## config.mk

```make
export PLATFORM = sky130hd
export DESIGN_NAME = access_controller
export DESIGN_NICKNAME = d
export VERILOG_FILES = /design/src/rtl/access_controller.sv
export SDC_FILE = /design/constraint.sdc
export NUM_CORES = 1
export LEC_CHECK = 0
export ABC_AREA = 1
export CAP_MARGIN = 40
export CORE_UTILIZATION = 49
export DETAILED_ROUTE_END_ITERATION = 6
export PLACE_DENSITY = 0.72
export SETUP_SLACK_MARGIN = 0.02
export SLEW_MARGIN = 20
export SYNTH_ARGS = -nofsm -noshare
export SYNTH_HDL_FRONTEND = slang
export SYNTH_SLANG_ARGS = --single-unit
```

## constraint.sdc

```tcl
create_clock -name clk -period 1.3 [get_ports clk]
set_input_delay 0.26 -clock clk [delete_from_list [all_inputs] [get_ports clk]]
set_output_delay 0.26 -clock clk [all_outputs]
set_load 0.01 [all_outputs]
```

## src/rtl/access_controller.sv

```systemverilog
// Access controller: requests a code compare, then grants a timed unlock or applies a lockout/alarm.
// Optional build macro ALARM_CLEAR_EN adds the alarm_clr keyholder acknowledge input.
module access_controller #(
    parameter int MAX_FAILS      = 3,
    parameter int UNLOCK_CYCLES  = 50,
    parameter int LOCKOUT_CYCLES = 100,
    parameter int CNT_W          = 8
) (
    input  logic       clk,
    input  logic       rst,
    input  logic       code_valid,
    input  logic       match,
`ifdef ALARM_CLEAR_EN
    input  logic       alarm_clr,
`endif
    output logic       cmp_en,
    output logic       busy,
    output logic       unlock,
    output logic       lockout,
    output logic       alarm,
    output logic [2:0] fail_count
);

    typedef enum logic [2:0] {
        IDLE, LOAD, CHECK, GRANT, DENY, LOCKOUT, ALARM
    } state_t;

    state_t             state_q, state_d;
    logic [CNT_W-1:0]   timer_q, timer_d;
    logic [2:0]         fail_q, fail_d;

    always_ff @(posedge clk) begin
        if (!rst) begin
            state_q <= IDLE;
            timer_q <= '0;
            fail_q  <= '0;
        end else begin
            state_q <= state_d;
            timer_q <= timer_d;
            fail_q  <= fail_d;
        end
    end

    always_comb begin
        state_d = state_q;
        timer_d = timer_q;
        fail_d  = fail_q;
        unique case (state_q)
            IDLE:  if (code_valid) state_d = LOAD;
            LOAD:  state_d = CHECK;
            CHECK: begin
                if (match) begin
                    state_d = GRANT;
                    timer_d = CNT_W'(UNLOCK_CYCLES - 1);
                    fail_d  = '0;
                end else begin
                    state_d = DENY;
                end
            end
            GRANT, LOCKOUT: begin
                if (timer_q == '0) state_d = IDLE;
                else               timer_d = timer_q - 1'b1;
            end
            DENY: begin
                // Saturating increment; reaching the limit is terminal.
                if (fail_q >= 3'(MAX_FAILS - 1)) begin
                    fail_d  = 3'(MAX_FAILS);
                    state_d = ALARM;
                end else begin
                    fail_d  = fail_q + 3'd1;
                    state_d = LOCKOUT;
                    timer_d = CNT_W'(LOCKOUT_CYCLES - 1);
                end
            end
            ALARM: begin
`ifdef ALARM_CLEAR_EN
                if (alarm_clr) begin
                    state_d = IDLE;
                    fail_d  = '0;
                end
`endif
            end
            default: state_d = IDLE;
        endcase
    end

    assign cmp_en     = (state_q == LOAD);
    assign busy       = (state_q != IDLE);
    assign unlock     = (state_q == GRANT);
    assign lockout    = (state_q == LOCKOUT) || (state_q == ALARM);
    assign alarm      = (state_q == ALARM);
    assign fail_count = fail_q;

endmodule

```

Yosys cells after proc, flatten, opt, wreduce, memory -nomap -nowiden
Cells that the tools add are included.
- register bits: 14
- bits in latches: 0
- bits in writable memories: 0
- memory bits (read-only): 0
- bits of input ports: 4
- output and inout bits: 8
- logic and storage cells: 40
- memories: 0
- $add $sub $neg: 2
- multiply operators: 0
- divide/modulo/power cells: 0
- $lt $le $gt $ge: 1
- eq/ne operators: 11
- shift operators: 0
- mux-type cells: 12
- bitwise operators: 1
- reduce and logical (&&, ||, !) cells: 10
- operator list (cell ; count):
    8-bit 2-to-1 mux ; 3
    8-bit one-hot mux with 3 select lines ; 1
    3-bit one-hot mux with 6 select lines ; 1
    3-bit 2-to-1 mux ; 5
    2-bit != test (second input constant) ; 5
    3-bit equality test (second input constant) ; 3
    8-bit logical NOT ; 1
    8-bit by 1-bit subtractor with 8-bit output (second input constant) ; 1
    3-bit by 2-bit equality test with 1-bit output (second input constant) ; 2
    3-bit one-hot mux with 2 select lines ; 1
    3-bit nonzero test ; 2
    4-bit AND reduction ; 1
    3-bit by 1-bit adder with 3-bit output (second input constant) ; 1
    3-bit by 1-bit equality test with 1-bit output (second input constant) ; 1
    3-bit by 2-bit >= comparator with 1-bit output (second input constant) ; 1
    3-bit logical NOT ; 1
    3-bit AND reduction ; 1
    2-bit 2-to-1 mux ; 1
    2-bit AND reduction ; 1
    2-bit nonzero test ; 1
    2-bit OR reduction ; 1
    1-bit logical OR ; 1
    1-bit NOT ; 1

Logic depth before layout (Yosys ltp)
- depth in word-level cells: 4
- mapped depth: 11

Worst setup path before layout
No wires, ideal clock.
- kind: register -> register
- start point: register fail_q[0], in the netlist fail_count[0]
- end point: register timer_q[0]
- library setup time: 117 ps
- arrival: 1297 ps
- setup slack: -114 ps
- stages on the path, launching flop included: 9
- clock period less this slack: 1414 ps
- path through: dfxtp_1 inv_1 ha_1 nor3_2 inv_2 nand2_2 nand3_4 nor3_1 nor2_1
- word-level cells in the longest chain between the ends: 3
- RTL lines (item ; RTL line ; source):
    start, declared ; 30 ; logic [2:0] fail_q, fail_d;
    start signal, assigned ; 40 ; fail_q <= fail_d;
    3-bit by 2-bit >= comparator with 1-bit output ; 66 ; if (fail_q >= 3'(MAX_FAILS - 1)) begin
    2-bit != test (no line) ; n/a ;
    4-bit AND reduction (no line) ; n/a ;
    end signal, assigned ; 39 ; timer_q <= timer_d;
    end, declared ; 29 ; logic [CNT_W-1:0] timer_q, timer_d;
No other way between the ends.
A chain may end at the register's enable or synchronous reset.

Worst setup path in the final report
- start point: register state_q[0]
- end point: register timer_q[6]
- word-level cells in the longest chain between the ends: 4
- elaborated cells on any way between the ends: 11
- RTL lines (item ; RTL line ; source):
    start, declared ; 28 ; state_t state_q, state_d;
    start signal, assigned ; 38 ; state_q <= state_d;
    3-bit by 2-bit equality test with 1-bit output / 3-bit equality test (equally long branches) ; 48 ; unique case (state_q)
    2-bit OR reduction ; 48 ;
    2-bit != test (no line) / 3-bit nonzero test (equally long branches) ; n/a ;
    4-bit AND reduction (no line) ; n/a ;
Several ways; a longest one is shown, not always the timed one.

==> metrics.txt <==
outcome=complete, but fails checks; failing checks=negative setup slack; most instantiated cells after synthesis=41 x nand2_1, 20 x nor2_1, 14 x dfxtp_1, 13 x a21oi_1, 12 x inv_1; initial antenna violation count=0; via/cell ratio=5.75; DP Area=1360 um2; P&R area growth vs syn=64.4%; post-route antenna net violation count=0; Final Max Tran Viols=0; Site Rows=15; Fin Clk Skew=0.00946 ns; reg2reg end=timer_q[6]; wire per inst=17.9 um; Final WS setup=-0.249 ns; YS warnings=0; Sink Count=14; largest net degree at the start of global routing=11; r2r startpoint=state_q[0]; Main synth FF type=dfxtp_1; synthesized net count=156; max-cap viol count=0; Critical Path Fanout Max=6; Placed Cells=around 210; EDFF count, synth=0; average size of a mapped cell=6.67 um2; filler instances=92; PortBufs=11; routed vias=1289; 1st-pass router iterations=4; post-synthesis instance total=149; # IOs=12; worst-case reg-to-reg path depth=8; Min-Delay Endpoint=timer_q[7]; Synth area leader=dfxtp_1; CTS tree=built; cell area after synthesis=993 um2; gpl congestion=0.916; root buffer cell=clkbuf_4; DPL Wire Length=~1900 um; Ant. Diodes=0; final instance area=1630 um2; Worst-Skew Late Latency=around 0.29 ns; Num CTS Buffers=3; hold path start=timer_q[7]; Final setup violation count=18; Core Footprint=around 1800 um2; WHS Path Cells=2; total gr overflow=0; leakage=about 0.80 nW; synthesized flop and latch total=14; hold crit path type=flop to flop; Place WS=-0.230 ns; Hold Buf Count CTS=0; initial core utilization=54.6%; CP Class=flop to flop; DRT Wirelength=4010 um; Power Total=3.58 mW; share of post-route cells with drive strength above 1=52.8%; H-tree depth=1; Worst setup EP type=flop; Critical Path AT=1.78 ns; top cell type's share of synthesized area=between 20% and 30%; number of DRC markers in iteration 0=71; GRT Total Usage=a little under a third; Finished Layout Cells=224; # DRC=0; CP Data Required Time=1.54 ns; Util after Layout=89.7%; Final period util=119%; Seq/Total Area, Yosys=28.2%; Die Span Y=~47 um; Post-synth ARST share=0%; Final #Nets=207; FMAX=between 0.6 and 0.7 GHz; Slew HR=80.5%; reg-to-reg slack, setup=-0.25 ns; Max Buffers Root-to-Sink=2; final worst path period need=1.55 ns; nature of the critical path startpoint=flop; most frequent cell after synthesis=nand2_1; first-pass GRT wire length=4830 um; Final Hold Fails=0; Die ar.=2210 um2; Reg clk slew, reported paths=0.10 ns; vias in the first global route=1072; die width=between 40 and 50 um; RSZ-0062 raised after global routing=true; Synth cell types=28; ranking of synthesized cells by area=dfxtp_1 28%, nand2_1 15%, nor2_1 7.6%; Worst-Margin Slew=roughly 0.3 ns; worst vdd ir=1.56 mV; PwrDens=approximately 2200 nW/um2
[how the worst max path moves through the flow]
stage	start	to	slack, ns	cells after the start
after floorplan	fail_count[0]	timer_q[0]	-0.04	8
after global placement	state_q[2]	cmp_en	-0.20	2
after detailed placement	state_q[1]	lockout	-0.23	3
after CTS	state_q[0]	unlock	-0.11	5
after global routing	state_q[0]	state_q[1]	-0.29	9
final	state_q[0]	timer_q[6]	-0.25	8
[worst max-delay path, cell delays in order, from the launching register on]
cell     delay [ns]
dfxtp_4        0.38
buf_6          0.11
nand2_4        0.05
buf_6          0.12
o21ai_4        0.25
inv_2          0.14
a21oi_1        0.25
a21oi_2        0.11
nor2_1         0.08
[logic make-up (layout without fill, tap and decap cells)]
logic type	after synthesis	after routing	share of synthesized area, %
AOI/OAI and AO/OA	18	18	10.8
DFF	14	14	28.2
and+or+nand+nor	88	89	43.1
xor gates and xnor gates	3	3	3.40
buffers and inverters	23	72	10.7
adders and majority gates	3	3	3.78
[cell type report]
cell class	instances	area [um2]	area share, %
Clock buffer	4	36.3	2.22
Inverter	21	88.8	5.44
Multi-Input combinational cell	113	790	48.4
Sequential cell	14	298	18.2
Tap cell	25	31.3	1.92
Timing Repair Buffer	47	389	23.8
[power by group]
group	total, mW	internal, mW	leakage, nW	switching, mW
clock	0.327	0.170	0.0210	0.157
sequential	0.720	0.559	0.118	0.161
combinational	2.53	1.05	0.659	1.48
[repair_timing]
action,CTS,global route
cloned,1,0
pin swaps,18,17
gates resized for setup,52,23
endpoints found under the setup margin,22,20
setup buffers,5,7
[layer usage]
| metal | global-route usage (%) | wire length, um |
|---|---|---|
| met3 | 8.85 | 375 |
| met2 | 53.9 | 1910 |
| met1 | 37.4 | 1490 |
| met5 | 0 | 0 |
| met4 | 11.4 | 234 |
[layout by cell type, fill, tap and decap left out]
cell,n
ha_4,2
nand3_1,5
dfxtp_1,8
dfxtp_4,4
clkdlybuf4s15_2,1
inv_2,7
o211ai_1,1
xnor2_1,1
inv_1,9
nor2_2,4
nand4_1,2
a21oi_1,9
nor2_1,14
dlygate4sd2_1,2
nor2_4,7
nand3_2,4
nand3_4,4
xor2_1,1
o21ai_2,2
nand2_4,5
xnor2_2,1
o21ai_1,1
nor3_4,1
dfxtp_2,2
a21oi_2,4
nand2_1,35
nor3_2,2
buf_2,3
nor3b_1,1
clkinv_1,1
clkdlybuf4s50_1,3
ha_1,1
o21ai_4,1
nand2_2,5
inv_4,4
buf_4,30
clkbuf_8,1
clkbuf_4,3
buf_6,8
[flip-flops by register name, indices dropped and copies added, names as in the netlist]
signal and cells:
timer_q 8, fail_count 3, state_q 3
[metrics by stage]
step | hold WS (ns) | setup TNS (ns)
after detailed placement | 0.480 | -3.25
final | 0.497 | -2.57
after global placement | 0.471 | -2.30
after CTS | 0.490 | -1.12
after floorplan | 0.380 | -0.0632
after global routing | 0.523 | -3.48
Note: power is estimated with default switching activity, not from simulation.
